$ cat config.mk
export PLATFORM = sky130hd
export DESIGN_NAME = ex_mem_stage_flat
export DESIGN_NICKNAME = d
export VERILOG_FILES = /design/src/rtl/ex_mem_stage_pkg.sv /design/src/rtl/ex_mem_stage_if.sv /design/src/rtl/ex_mem_stage_alu.sv /design/src/rtl/ex_mem_stage.sv /design/src/flat_wrapper.sv
export SDC_FILE = /design/constraint.sdc
export NUM_CORES = 1
export LEC_CHECK = 0
export CAP_MARGIN = 5
export CORE_ASPECT_RATIO = 1.25
export CORE_MARGIN = 3
export CORE_UTILIZATION = 40
export DETAILED_ROUTE_END_ITERATION = 7
export HOLD_SLACK_MARGIN = 0.06
export PLACE_DENSITY_LB_ADDON = 0.25
export SKIP_CTS_REPAIR_TIMING = 1
export SYNTH_ARGS = -nofsm -noshare
export SYNTH_HDL_FRONTEND = slang
export SYNTH_SLANG_ARGS = --single-unit
$ cat constraint.sdc
create_clock -name clk -period 8.5 [get_ports clk]
set_input_delay 1.7 -clock clk [delete_from_list [all_inputs] [get_ports clk]]
set_output_delay 1.7 -clock clk [all_outputs]
set_load 0.05 [all_outputs]
$ cat src/rtl/ex_mem_stage_pkg.sv
// Shared RV32 execute-stage encodings: ALU ops, instruction classes,
// forwarding selects and branch conditions.
package rv_pkg;

  localparam logic [3:0] ALU_ADD   = 4'b0000;
  localparam logic [3:0] ALU_SUB   = 4'b0001;
  localparam logic [3:0] ALU_AND   = 4'b0010;
  localparam logic [3:0] ALU_OR    = 4'b0011;
  localparam logic [3:0] ALU_XOR   = 4'b0100;
  localparam logic [3:0] ALU_SLL   = 4'b0101;
  localparam logic [3:0] ALU_SRL   = 4'b0110;
  localparam logic [3:0] ALU_SRA   = 4'b0111;
  localparam logic [3:0] ALU_SLT   = 4'b1000;
  localparam logic [3:0] ALU_SLTU  = 4'b1001;
  localparam logic [3:0] ALU_LUI   = 4'b1010;
  localparam logic [3:0] ALU_AUIPC = 4'b1011;

  localparam logic [1:0] ALUT_RI = 2'b00;
  localparam logic [1:0] ALUT_S  = 2'b01;
  localparam logic [1:0] ALUT_B  = 2'b10;
  localparam logic [1:0] ALUT_J  = 2'b11;

  localparam logic [1:0] FWD_RF = 2'b00;
  localparam logic [1:0] FWD_W  = 2'b01;
  localparam logic [1:0] FWD_M  = 2'b10;

  localparam logic [2:0] BR_EQ  = 3'b000;
  localparam logic [2:0] BR_NE  = 3'b001;
  localparam logic [2:0] BR_LT  = 3'b100;
  localparam logic [2:0] BR_GE  = 3'b101;
  localparam logic [2:0] BR_LTU = 3'b110;
  localparam logic [2:0] BR_GEU = 3'b111;

endpackage

$ cat src/rtl/ex_mem_stage_if.sv
// ID/EX inputs, fetch redirect and EX/MEM outputs of the execute stage.
interface ex_mem_stage_if #(
  parameter int XLEN = 32
);
  logic [XLEN-1:0] RD1E, RD2E, ImmExtE, PCE, PCPlus4E, ResultW;
  logic [4:0]      RdE;
  logic [3:0]      ALUControlE;
  logic            ALUSrcE, RegWriteE, MemWriteE, BranchE, JumpE, JumpRE;
  logic [1:0]      ResultSrcE, ALUTypeE, ForwardAE, ForwardBE;
  logic [2:0]      FUN3E;

  logic            PCSrcE;
  logic [XLEN-1:0] PCTargetE;
  logic [XLEN-1:0] ALUResultM, WriteDataM, PCPlus4M;
  logic [4:0]      RdM;
  logic            RegWriteM, MemWriteM;
  logic [1:0]      ResultSrcM;
  logic [2:0]      FUN3M;

  modport master (
    output RD1E, RD2E, ImmExtE, PCE, PCPlus4E, ResultW, RdE, ALUControlE,
           ALUSrcE, RegWriteE, MemWriteE, BranchE, JumpE, JumpRE,
           ResultSrcE, ALUTypeE, ForwardAE, ForwardBE, FUN3E,
    input  PCSrcE, PCTargetE, ALUResultM, WriteDataM, PCPlus4M, RdM,
           RegWriteM, MemWriteM, ResultSrcM, FUN3M
  );

  modport slave (
    input  RD1E, RD2E, ImmExtE, PCE, PCPlus4E, ResultW, RdE, ALUControlE,
           ALUSrcE, RegWriteE, MemWriteE, BranchE, JumpE, JumpRE,
           ResultSrcE, ALUTypeE, ForwardAE, ForwardBE, FUN3E,
    output PCSrcE, PCTargetE, ALUResultM, WriteDataM, PCPlus4M, RdM,
           RegWriteM, MemWriteM, ResultSrcM, FUN3M
  );
endinterface

$ cat src/rtl/ex_mem_stage_alu.sv
// Combinational ALU; the comparison flags are taken against cmp_b so the
// branch unit always compares against the forwarded rs2, never the immediate.
module alu
  import rv_pkg::*;
#(
  parameter int XLEN = 32
) (
  input  logic [XLEN-1:0] a,
  input  logic [XLEN-1:0] b,
  input  logic [XLEN-1:0] cmp_b,
  input  logic [XLEN-1:0] pc,
  input  logic [XLEN-1:0] imm,
  input  logic [3:0]      op,
  output logic [XLEN-1:0] result,
  output logic            eq,
  output logic            lt,
  output logic            ltu
);
  logic [4:0] shamt;

  assign shamt = b[4:0];

  always_comb begin
    result = '0;
    case (op)
      ALU_ADD:   result = a + b;
      ALU_SUB:   result = a - b;
      ALU_AND:   result = a & b;
      ALU_OR:    result = a | b;
      ALU_XOR:   result = a ^ b;
      ALU_SLL:   result = a << shamt;
      ALU_SRL:   result = a >> shamt;
      ALU_SRA:   result = $signed(a) >>> shamt;
      ALU_SLT:   result = {{(XLEN-1){1'b0}}, ($signed(a) < $signed(b))};
      ALU_SLTU:  result = {{(XLEN-1){1'b0}}, (a < b)};
      ALU_LUI:   result = b;
      ALU_AUIPC: result = pc + imm;
      default:   result = '0;
    endcase
  end

  assign eq  = (a == cmp_b);
  assign lt  = ($signed(a) < $signed(cmp_b));
  assign ltu = (a < cmp_b);
endmodule

$ cat src/rtl/ex_mem_stage.sv
// Execute stage: operand forwarding, ALU, branch/jump resolution with a
// combinational fetch redirect, and the EX/MEM pipeline register.
module ex_mem_stage
  import rv_pkg::*;
#(
  parameter int XLEN         = 32,
  parameter bit RAW_TGT_JALR = 1'b0
) (
  input logic           clk,
  input logic           reset,
  ex_mem_stage_if.slave bus
);
  logic [XLEN-1:0] src_a, fwd_b, src_b, jalr_sum;
  logic [XLEN-1:0] alu_result_d, alu_result_q;
  logic [XLEN-1:0] write_data_q, pc_plus4_q;
  logic [4:0]      rd_q;
  logic            reg_write_q, mem_write_q;
  logic [1:0]      result_src_q;
  logic [2:0]      fun3_q;
  logic [3:0]      alu_op;
  logic            eq, lt, ltu, cond;

  // Forward from M uses the register itself, so there is no comb loop.
  always_comb begin
    case (bus.ForwardAE)
      FWD_W:   src_a = bus.ResultW;
      FWD_M:   src_a = alu_result_q;
      default: src_a = bus.RD1E;
    endcase
    case (bus.ForwardBE)
      FWD_W:   fwd_b = bus.ResultW;
      FWD_M:   fwd_b = alu_result_q;
      default: fwd_b = bus.RD2E;
    endcase
  end

  assign src_b  = bus.ALUSrcE ? bus.ImmExtE : fwd_b;
  assign alu_op = (bus.ALUTypeE == ALUT_S) ? ALU_ADD : bus.ALUControlE;

  alu #(.XLEN(XLEN)) u_alu (
    .a      (src_a),
    .b      (src_b),
    .cmp_b  (fwd_b),
    .pc     (bus.PCE),
    .imm    (bus.ImmExtE),
    .op     (alu_op),
    .result (alu_result_d),
    .eq     (eq),
    .lt     (lt),
    .ltu    (ltu)
  );

  always_comb begin
    case (bus.FUN3E)
      BR_EQ:   cond = eq;
      BR_NE:   cond = ~eq;
      BR_LT:   cond = lt;
      BR_GE:   cond = ~lt;
      BR_LTU:  cond = ltu;
      BR_GEU:  cond = ~ltu;
      default: cond = 1'b0;
    endcase
  end

  assign jalr_sum      = src_a + bus.ImmExtE;
  assign bus.PCSrcE    = (bus.BranchE & cond) | bus.JumpE | bus.JumpRE;
  assign bus.PCTargetE = !bus.JumpRE  ? (bus.PCE + bus.ImmExtE) :
                         RAW_TGT_JALR ? jalr_sum : {jalr_sum[XLEN-1:1], 1'b0};

  // EX -> MEM boundary
  always_ff @(posedge clk) begin
    if (reset) begin
      alu_result_q <= '0;
      write_data_q <= '0;
      pc_plus4_q   <= '0;
      rd_q         <= '0;
      reg_write_q  <= 1'b0;
      result_src_q <= '0;
      mem_write_q  <= 1'b0;
      fun3_q       <= '0;
    end else begin
      alu_result_q <= alu_result_d;
      write_data_q <= fwd_b;
      pc_plus4_q   <= bus.PCPlus4E;
      rd_q         <= bus.RdE;
      reg_write_q  <= bus.RegWriteE;
      result_src_q <= bus.ResultSrcE;
      mem_write_q  <= bus.MemWriteE;
      fun3_q       <= bus.FUN3E;
    end
  end

  assign bus.ALUResultM = alu_result_q;
  assign bus.WriteDataM = write_data_q;
  assign bus.PCPlus4M   = pc_plus4_q;
  assign bus.RdM        = rd_q;
  assign bus.RegWriteM  = reg_write_q;
  assign bus.ResultSrcM = result_src_q;
  assign bus.MemWriteM  = mem_write_q;
  assign bus.FUN3M      = fun3_q;
endmodule
$ cat src/flat_wrapper.sv
// flat-port wrapper written by rule: the top's interface ports become plain ports
module ex_mem_stage_flat import rv_pkg::*;
#(
  parameter int XLEN         = 32,
  parameter bit RAW_TGT_JALR = 1'b0
)
  (clk, reset, bus_RD1E, bus_RD2E, bus_ImmExtE, bus_PCE, bus_PCPlus4E, bus_ResultW, bus_RdE, bus_ALUControlE, bus_ALUSrcE, bus_RegWriteE, bus_MemWriteE, bus_BranchE, bus_JumpE, bus_JumpRE, bus_ResultSrcE, bus_ALUTypeE, bus_ForwardAE, bus_ForwardBE, bus_FUN3E, bus_PCSrcE, bus_PCTargetE, bus_ALUResultM, bus_WriteDataM, bus_PCPlus4M, bus_RdM, bus_RegWriteM, bus_MemWriteM, bus_ResultSrcM, bus_FUN3M);
  ex_mem_stage_if #(.XLEN(XLEN)) bus_i ();
  input logic clk;
  input logic reset;
  input wire logic [$bits(bus_i.RD1E)-1:0] bus_RD1E;
  input wire logic [$bits(bus_i.RD2E)-1:0] bus_RD2E;
  input wire logic [$bits(bus_i.ImmExtE)-1:0] bus_ImmExtE;
  input wire logic [$bits(bus_i.PCE)-1:0] bus_PCE;
  input wire logic [$bits(bus_i.PCPlus4E)-1:0] bus_PCPlus4E;
  input wire logic [$bits(bus_i.ResultW)-1:0] bus_ResultW;
  input wire logic [$bits(bus_i.RdE)-1:0] bus_RdE;
  input wire logic [$bits(bus_i.ALUControlE)-1:0] bus_ALUControlE;
  input wire logic [$bits(bus_i.ALUSrcE)-1:0] bus_ALUSrcE;
  input wire logic [$bits(bus_i.RegWriteE)-1:0] bus_RegWriteE;
  input wire logic [$bits(bus_i.MemWriteE)-1:0] bus_MemWriteE;
  input wire logic [$bits(bus_i.BranchE)-1:0] bus_BranchE;
  input wire logic [$bits(bus_i.JumpE)-1:0] bus_JumpE;
  input wire logic [$bits(bus_i.JumpRE)-1:0] bus_JumpRE;
  input wire logic [$bits(bus_i.ResultSrcE)-1:0] bus_ResultSrcE;
  input wire logic [$bits(bus_i.ALUTypeE)-1:0] bus_ALUTypeE;
  input wire logic [$bits(bus_i.ForwardAE)-1:0] bus_ForwardAE;
  input wire logic [$bits(bus_i.ForwardBE)-1:0] bus_ForwardBE;
  input wire logic [$bits(bus_i.FUN3E)-1:0] bus_FUN3E;
  output wire logic [$bits(bus_i.PCSrcE)-1:0] bus_PCSrcE;
  output wire logic [$bits(bus_i.PCTargetE)-1:0] bus_PCTargetE;
  output wire logic [$bits(bus_i.ALUResultM)-1:0] bus_ALUResultM;
  output wire logic [$bits(bus_i.WriteDataM)-1:0] bus_WriteDataM;
  output wire logic [$bits(bus_i.PCPlus4M)-1:0] bus_PCPlus4M;
  output wire logic [$bits(bus_i.RdM)-1:0] bus_RdM;
  output wire logic [$bits(bus_i.RegWriteM)-1:0] bus_RegWriteM;
  output wire logic [$bits(bus_i.MemWriteM)-1:0] bus_MemWriteM;
  output wire logic [$bits(bus_i.ResultSrcM)-1:0] bus_ResultSrcM;
  output wire logic [$bits(bus_i.FUN3M)-1:0] bus_FUN3M;
  assign bus_i.RD1E = bus_RD1E;
  assign bus_i.RD2E = bus_RD2E;
  assign bus_i.ImmExtE = bus_ImmExtE;
  assign bus_i.PCE = bus_PCE;
  assign bus_i.PCPlus4E = bus_PCPlus4E;
  assign bus_i.ResultW = bus_ResultW;
  assign bus_i.RdE = bus_RdE;
  assign bus_i.ALUControlE = bus_ALUControlE;
  assign bus_i.ALUSrcE = bus_ALUSrcE;
  assign bus_i.RegWriteE = bus_RegWriteE;
  assign bus_i.MemWriteE = bus_MemWriteE;
  assign bus_i.BranchE = bus_BranchE;
  assign bus_i.JumpE = bus_JumpE;
  assign bus_i.JumpRE = bus_JumpRE;
  assign bus_i.ResultSrcE = bus_ResultSrcE;
  assign bus_i.ALUTypeE = bus_ALUTypeE;
  assign bus_i.ForwardAE = bus_ForwardAE;
  assign bus_i.ForwardBE = bus_ForwardBE;
  assign bus_i.FUN3E = bus_FUN3E;
  assign bus_PCSrcE = bus_i.PCSrcE;
  assign bus_PCTargetE = bus_i.PCTargetE;
  assign bus_ALUResultM = bus_i.ALUResultM;
  assign bus_WriteDataM = bus_i.WriteDataM;
  assign bus_PCPlus4M = bus_i.PCPlus4M;
  assign bus_RdM = bus_i.RdM;
  assign bus_RegWriteM = bus_i.RegWriteM;
  assign bus_MemWriteM = bus_i.MemWriteM;
  assign bus_ResultSrcM = bus_i.ResultSrcM;
  assign bus_FUN3M = bus_i.FUN3M;
  ex_mem_stage #(.XLEN(XLEN), .RAW_TGT_JALR(RAW_TGT_JALR)) u_core (.clk(clk), .reset(reset), .bus(bus_i));
endmodule
# Word-level counts from Yosys, hierarchy flattened
# Cells that the tools add are included.
word_totals:
  reg_bits: 108
  inputBits: 220
  output_inout_bits: 141
  elab_cells: 59
classes:
  add_sub_neg: 4
  n_lt_le_gt_ge: 4
  eq_ne: 22
  shift: 3
  muxes: 7
  bitwise: 9
  n_reduce_logical: 2
ops:
  columns: ["operator", "n"]
  rows:
  - ["one-hot mux 32 bit (12 select lines)", 1]
  - ["less-than comparator 32 bit", 4]
  - ["one-hot mux 32 bit (2 select lines)", 2]
  - ["adder 32 bit", 3]
  - ["2-to-1 mux 32 bit", 2]
  - ["AND 32 bit", 1]
  - ["equality test 32 bit", 1]
  - ["bitwise OR 32 bit", 1]
  - ["<< shifter 32 x 5 -> 32 bit", 1]
  - [">> shifter 32 x 5 -> 32 bit", 1]
  - [">>> shifter 32 x 5 -> 32 bit", 1]
  - ["subtractor 32 bit", 1]
  - ["XOR 32 bit", 1]
  - ["equality test 4 x 3 -> 1 bit, second input constant", 4]
  - ["equality test 4 bit, second input constant", 4]
  - ["equality test 3 bit, second input constant", 4]
  - ["equality test 4 x 2 -> 1 bit, second input constant", 2]
  - ["equality test 2 x 1 -> 1 bit, second input constant", 3]
  - ["one-hot mux 1 bit (6 select lines)", 1]
  - ["equality test 2 bit, second input constant", 2]
  - ["equality test 4 x 1 -> 1 bit, second input constant", 1]
  - ["logical NOT 4 bit", 1]
  - ["2-to-1 mux 4 bit", 1]
  - ["equality test 3 x 1 -> 1 bit, second input constant", 1]
  - ["other kinds (4)", 7]

# Depth between registers and ports, before layout
# Gate-level depths: netlist (run 1).
depth:
  word_depth: 8
  mapped_depth: 21
  ltp_nobuf: 18

# Modules after synthesis
# Synthesis (run 1) repeated with hierarchy kept, for this count alone.
unflattened:
  cells_unflattened: 2677
  hier_area_um2: 19237.2
modules_own_cells:
  columns: ["mod", "instances", "cells_per_inst", "area_per_inst_um2", "seq_area_each_um2"]
  rows:
  - ["alu", 1, 1641, 11400.9, 0.0]
  - ["ex_mem_stage", 1, 1036, 7836.3, 2162.1]

# Worst setup path after synthesis (run 1)
# OpenSTA, ideal clock, no wires.
synth_path:
  path_kind: "input-to-output"
  start: "input bus_ForwardAE[0]"
  end: "output bus_PCTargetE[28]"
  arrival_ns: 6.146
  required_ns: 6.800
  slack_ns: 0.654
  cell_stages: 18
  n_path_buf: 4
  path_cell_list: "inv_1 > ha_1 > buf_2 > buf_2 > clkbuf_1 > o21ai_0 > ha_1 > buf_2 > nand2_1 > o21a_1 > a21bo_2 > a2111oi_0 > o211ai_1 > a21boi_1 > o21a_1 > a21oi_1 > xor2_1 > o21ai_0"
synth_via:
  elab_chain_len: 4
  word_cells_on_any_way: 5
  classes_between: "add/sub: 1; eq/ne: 2; mux: 2"
synth_lines:
  columns: ["item", "line_no", "text"]
  rows:
  - ["start: declaration", "flat_wrapper.sv:27", "input wire logic [$bits(bus_i.ForwardAE)-1:0] bus_ForwardAE;"]
  - ["equality test 2 bit / equality test 2 x 1 -> 1 bit (equally long branches)", "ex_mem_stage.sv:25", "case (bus.ForwardAE)"]
  - ["one-hot mux 32 bit (2 select lines) (*)", "ex_mem_stage.sv:25", null]
  - ["adder 32 bit (*)", "ex_mem_stage.sv:65", "assign jalr_sum = src_a + bus.ImmExtE;"]
  - ["2-to-1 mux 32 bit (*)", "ex_mem_stage.sv:67", "assign bus.PCTargetE = !bus.JumpRE ? (bus.PCE + bus.ImmExtE) :"]
  - ["end: declaration", "flat_wrapper.sv:31", "output wire logic [$bits(bus_i.PCTargetE)-1:0] bus_PCTargetE;"]
# Every way passes the cells marked *; elsewhere a longest branch is shown, timed or not.

# Final worst setup path (run 1)
layout_path:
  start: "input bus_ForwardAE[0]"
  end: "output bus_PCTargetE[31]"
# The elaborated chain is that of the path after synthesis.

==> flow_summary.toml, run 1 <==
[global_routing]
grt_usage = 0.4051
grt_pass1_wl_um = 137600
grt_start_max_net_pins = 78
grt.overflow.total = 0
antenna_found_initial = 7
grt_pass1_vias = 20880

[timing]
finalClockSkew_ps = 26.16
max_slew_margin = 0.1183
period_minus_slack_ps = 8320
tightestPinTransition_ps = 1320
max_freq_mhz = 120.2
setup_tns_ps = 0
period_share = 0.9788
setup_viol = 0
hold_viol_final = 0
drv_slew = 0

[layout]
fill_cells = 4215
areaGrowthSynthToFinish_pct = 28.95
final_common_cell = "clkdlybuf4s50_1"
post-route-util = 0.5247
seqCellArea_mm2 = 0.002162
multi_input_area_mm2 = 0.01402
fin_nets = 3167
drive_above_1_share = 0.07692
final_cell_mix = "327 x clkdlybuf4s50_1, 250 x nand2_1, 227 x o21ai_0"

[detailed_routing]
viasPerCell = 6.603
finalWirelength_um = 96840
drt_iter0_drc = 2998
wl_per_cell_um = 29.30
antenna_left = 0
drc = 0
num_vias = 21820
dr.pass1.iters = 6

[die]
die-height_um = 237.8
dieArea_mm2 = 0.04552
die_w_um = 191.4
core-area_mm2 = 0.04225
io_pins = 361
rows = 84
start_util = 0.4069

[worst_setup_path]
startpoint_type = "input port"
rrSetupSlack_ps = 3280
regToRegEndpoint = "u_core.bus.ALUResultM[27]$_SDFF_PP0_"
path_class = "in2out"
r2r_start = "u_core.bus.ALUResultM[8]$_SDFF_PP0_"
cp.arrival_ps = 6620
cp_max_fo = 29
r2r_cells = 14
critical_path_required_ps = 6800
end_kind = "output pin"

[logic_synthesis]
yosysTopAreaCell = "ha_1"
ys_ff_latch = 108
synth-main-ff-cell = "dfxtp_1"
netlist.area_leader.share = 0.1485
async_reset_ff_frac = 0
synthTopCellsByArea = "ha_1 15%, dfxtp_1 13%, o21ai_0 6.6%, mux2i_1 6.2%, a21oi_1 6.2%"
netlist_area_mm2 = 0.01719
ys_seq_area_frac = 0.1258
ys_types = 86
synth_fp_nets = 2862
synthCells = 2434
avgSynthCellArea_um2 = 7.064
synth_edf_count = 0
yosysWarnings = 0

[clock_network]
clockBufferDepth = 2
htreeDepth = 3
tritoncts = "built"
clk_pin_slew_ps = 70
numCtsBuffers = 9
clk-insertion-delay-late_ps = 400
cts_root_buffer = "clkbuf_16"
cts_sinks = 108

[place]
place.gp.congestion = 1.108
numPortBuffers = 360
dpl.hpwl_um = 77280

[min_path]
worstHoldEndpoint = "u_core.bus.WriteDataM[10]$_SDFF_PP0_"
hold_path_class = "reg2reg"
min-delay-start = "u_core.bus.ALUResultM[10]$_SDFF_PP0_"
worstHoldPathCells = 3

[pwr]
ir_drop_mv = 0.1294
p_leak_nw = 9.360
power_density_mw_per_mm2 = 169.9

[job]
maxCapViolations = 0

[outcome]
status = "completed"
==> worst max-delay path: stages <==
cell             delay [ps]
clkdlybuf4s50_1         640
inv_1                   130
ha_4                    360
buf_4                   200
o21ai_0                 770
ha_1                    350
nand4_1                 240
a31oi_2                 370
o21ai_1                 190
a21oi_1                 350
o41ai_1                 180
or3b_2                  510
o211a_1                 140
nor3_1                  290
buf_12                  190
==> cell usage after synthesis (43+ instances only) <==
cell	n
a211oi_1	43
a21o_1	51
a21oi_1	212
a221o_1	46
a22oi_1	61
clkbuf_1	111
dfxtp_1	108
ha_1	204
inv_1	108
mux2i_1	107
nand2_1	251
nand3_1	43
nor2_1	220
nor2b_1	60
o21ai_0	228
xnor2_1	55
==> cells by family (layout without fill, tap and decap cells) <==
logic type	count (synthesis)	after routing	share of synthesized area
and+or+nand+nor	720	720	0.1892
muxes	131	131	0.07816
AOI/OAI and AO/OA	923	923	0.3538
other	0	3	0
DFF	108	108	0.1258
xor gates and xnor gates	73	73	0.03719
buffers and inverters	271	580	0.06273
adders and majority gates	208	208	0.1531
==> power by group <==
| group | internal [mW] | total (mW) | switching (mW) |
|---|---|---|---|
| Combinational | 0.959 | 2.67 | 1.71 |
| Sequential | 0.554 | 0.589 | 0.0356 |
| Clock | 0.276 | 0.504 | 0.228 |
| Total | 1.79 | 3.77 | 1.98 |
==> layout make-up <==
cell class / count / area share
Multi-Input combinational cell: 2055 / 0.6325
Timing Repair Buffer: 450 / 0.2036
Sequential cell: 108 / 0.09752
Tap cell: 559 / 0.03155
Inverter: 115 / 0.01958
Clock buffer: 11 / 0.01140
Clock inverter: 4 / 0.003499
Antenna cell: 3 / 0.0003386
==> stage by stage <==
| step | worst slack, ps | total power, mW | hold WS [ps] | cell area, µm² | cells |
|---|---|---|---|---|---|
| after floorplan | 654.5 | 2.176 | 1029 | 17190 | 2434 |
| after global placement | 38.31 | 3.168 | 812.4 | 21810 | 3287 |
| after detailed placement | -20.62 | 3.176 | 797.7 | 21810 | 3287 |
| after CTS | -45.03 | 3.686 | 819.3 | 22140 | 3302 |
| after global routing | -4.602 | 3.912 | 884.2 | 22160 | 3302 |
| final | 180.4 | 3.767 | 816.0 | 22170 | 3305 |
==> how the worst max path moves through the flow <==
stage,end,start,depth (start not counted),slack [ps]
global placement,bus_PCTargetE[31],bus_ForwardAE[0],16,40
CTS,bus_PCTargetE[31],bus_ForwardAE[0],16,-50
global route,bus_PCTargetE[28],bus_ForwardAE[0],20,-5
floorplan,bus_PCTargetE[28],bus_ForwardAE[0],18,650
detailed placement,bus_PCTargetE[31],bus_ForwardAE[0],16,-20
finish,bus_PCTargetE[31],bus_ForwardAE[0],15,180
==> routing by layer <==
layer / vias to the layer above / global-route usage / share of wire
met5: - / 0 / 0.00043
met4: 6 / 0.2280 / 0.066
met3: 308 / 0.1049 / 0.13
met2: 1660 / 0.6137 / 0.42
met1: 10240 / 0.5205 / 0.38
li1: 9604 / - / -
==> sequential cells by signal (all words and copies together) (netlist names) <==
signal                 cells
u_core.bus.FUN3M           3
u_core.bus.ALUResultM     32
u_core.bus.RegWriteM       1
u_core.bus.WriteDataM     32
u_core.bus.RdM             5
u_core.bus.MemWriteM       1
u_core.bus.ResultSrcM      2
u_core.bus.PCPlus4M       32
Power figures use the tool's default switching activity.
==> inputs of run 2 (changes only) <==
clock period = 10.7 ns   (was 8.5 ns; I/O delays follow)
==> run 2 against run 1 <==
  * Setup slack better by 720 ps
  * Core utilization is 1.1 points lower
  * Largest power group unchanged
  * Total power is 25% lower
  * Critical path depth is 2 higher
  * Worst hold slack worse by 11 ps
  * Via count is 1.8% lower
  * Clock power is 30% lower
  * Non-clock buffer count is 17 lower
  * Clock skew is 8.1 ps higher
==> flow_summary.toml, run 2 (synthesis gave the netlist of run 1 again) <==
[clock_network]
numCtsBuffers = 9
htreeDepth = 3
clk_pin_slew_ps = 110
clk-insertion-delay-late_ps = 420
tritoncts = "built"
clockBufferDepth = 2
cts_root_buffer = "clkbuf_16"
cts_sinks = 108

[die]
start_util = 0.4069
rows = 84
core-area_mm2 = 0.04225
dieArea_mm2 = 0.04552
die_w_um = 191.4
io_pins = 361
die-height_um = 237.8

[timing]
rsz0062_at_grt = "false"
setup_ws_ps = 896.0
finalClockSkew_ps = 34.30
tightestPinTransition_ps = 1188
max_freq_mhz = 102.0
holdWs_ps = 805.3
drv_slew = 0
period_minus_slack_ps = 9804
setup_tns_ps = 0
period_share = 0.9163
max_slew_margin = 0.2024
setup_viol = 0
hold_viol_final = 0

[worst_setup_path]
regToRegEndpoint = "u_core.bus.ALUResultM[28]$_SDFF_PP0_"
rrSetupSlack_ps = 5410
startpoint_type = "input port"
r2r_start = "u_core.bus.ALUResultM[7]$_SDFF_PP0_"
crit_start = "bus_ForwardAE[1]"
cp.arrival_ps = 7660
critical_path_required_ps = 8560
end_kind = "output pin"
cp_max_fo = 21
path_class = "in2out"
r2r_cells = 14

[detailed_routing]
drc = 0
finalWirelength_um = 93160
drt_iter0_drc = 2549
antenna_left = 0
wl_per_cell_um = 28.33
dr.pass1.iters = 6
num_vias = 21430
viasPerCell = 6.518

[layout]
fin_nets = 3150
finalNonFillerCells = 3288
drive_above_1_share = 0.06090
areaGrowthSynthToFinish_pct = 26.33
final_cell_mix = "352 x clkdlybuf4s50_1, 251 x nand2_1, 227 x o21ai_0"
design_area_mm2 = 0.02172
final_common_cell = "clkdlybuf4s50_1"

[pwr]
clockPowerShare = 0.125
seq_power_share = 0.165
intPower_mw = 1.298
p_leak_nw = 9.115
ir_drop_mv = 0.1089
p_sw_frac = 0.5434
power_switching_mw = 1.545
power_density_mw_per_mm2 = 130.9
power_frac_comb = 0.710

[global_routing]
grt_start_max_net_pins = 78
grt_pass1_vias = 20500
antenna_found_initial = 6
grt_pass1_wl_um = 133500
grt.overflow.total = 0
grt_usage = 0.3910

[min_path]
min-delay-start = "u_core.bus.ALUResultM[24]$_SDFF_PP0_"
worstHoldEndpoint = "u_core.bus.WriteDataM[24]$_SDFF_PP0_"
worstHoldPathCells = 3
hold_path_class = "reg2reg"

[place]
dpl_cell_area_mm2 = 0.02143
dp_slack_ps = 969.1
numPortBuffers = 360
placed_cells = 3270
place.gp.congestion = 1.065
dpl.hpwl_um = 74000

[outcome]
status = "completed"

[job]
maxCapViolations = 0
[run 2: changes by cell type in the layout (fill, tap and decap cells not counted), sizes merged]
cell,change
bufinv,-2
clkbuf,-2
buf,-42
clkinv,+4
clkdlybuf4s50,+25
[run 2: power by group through the flow]
| stage | Clock, mW | Sequential (mW) | Combinational (mW) |
|---|---|---|---|
| 2_1_floorplan | 0 | 0.598 | 1.13 |
| 3_3_place_gp | 0 | 0.478 | 1.95 |
| 3_5_place_dp | 0 | 0.478 | 1.95 |
| 4_1_cts | 0.357 | 0.468 | 1.96 |
| 5_1_grt | 0.369 | 0.472 | 2.13 |
| 6_report | 0.354 | 0.469 | 2.02 |
[run 2: final cells by class]
cell class                 count  area, µm²
sequential                   108       2162
antenna                        3      7.507
multi-input combinational   2055      14010
fill                        4286      20530
inverter                     115      434.2
timing repair buffer         433       4124
tap                          559      699.4
clock inverter                 6      57.56
clock buffer                   9      225.2
[run 2: layer usage]
metal,global-route usage,share of wire,wire length [µm]
met5,0,0.00014,13
met1,0.5067,0.40,36970
met3,0.08939,0.11,10490
met4,0.1846,0.053,4912
met2,0.6132,0.44,40770
[run 2: how the worst max path moves through the flow]
stage | depth (start not counted) | to | slack, ps
5_1_grt | 19 | bus_PCTargetE[26] | 620
6_report | 17 | bus_PCSrcE | 900
2_1_floorplan | 18 | bus_PCTargetE[28] | 1970
3_5_place_dp | 17 | bus_PCSrcE | 970
4_1_cts | 17 | bus_PCSrcE | 950
3_3_place_gp | 17 | bus_PCSrcE | 980
[run 2: critical path: stages]
cell and delay, ps:
clkdlybuf4s50_1 450, inv_1 70, ha_1 560, buf_4 380, a22oi_1 110, o21ai_1 940, ha_1 260, and4_1 200
nand4_1 190, nor3_1 340, nand4_1 180, o21bai_1 280, a211o_1 320, o211ai_1 120, xnor2_1 80, o21ai_0 190
clkdlybuf4s50_1 840
[run 2: per-stage QoR]
| stage | utilization | power (mW) |
|---|---|---|
| after CTS | 0.5139 | 2.790 |
| after floorplan | - | 1.728 |
| after global routing | 0.5139 | 2.969 |
| after global placement | 0.5072 | 2.428 |
| after detailed placement | 0.5072 | 2.431 |
| final | 0.5141 | 2.843 |
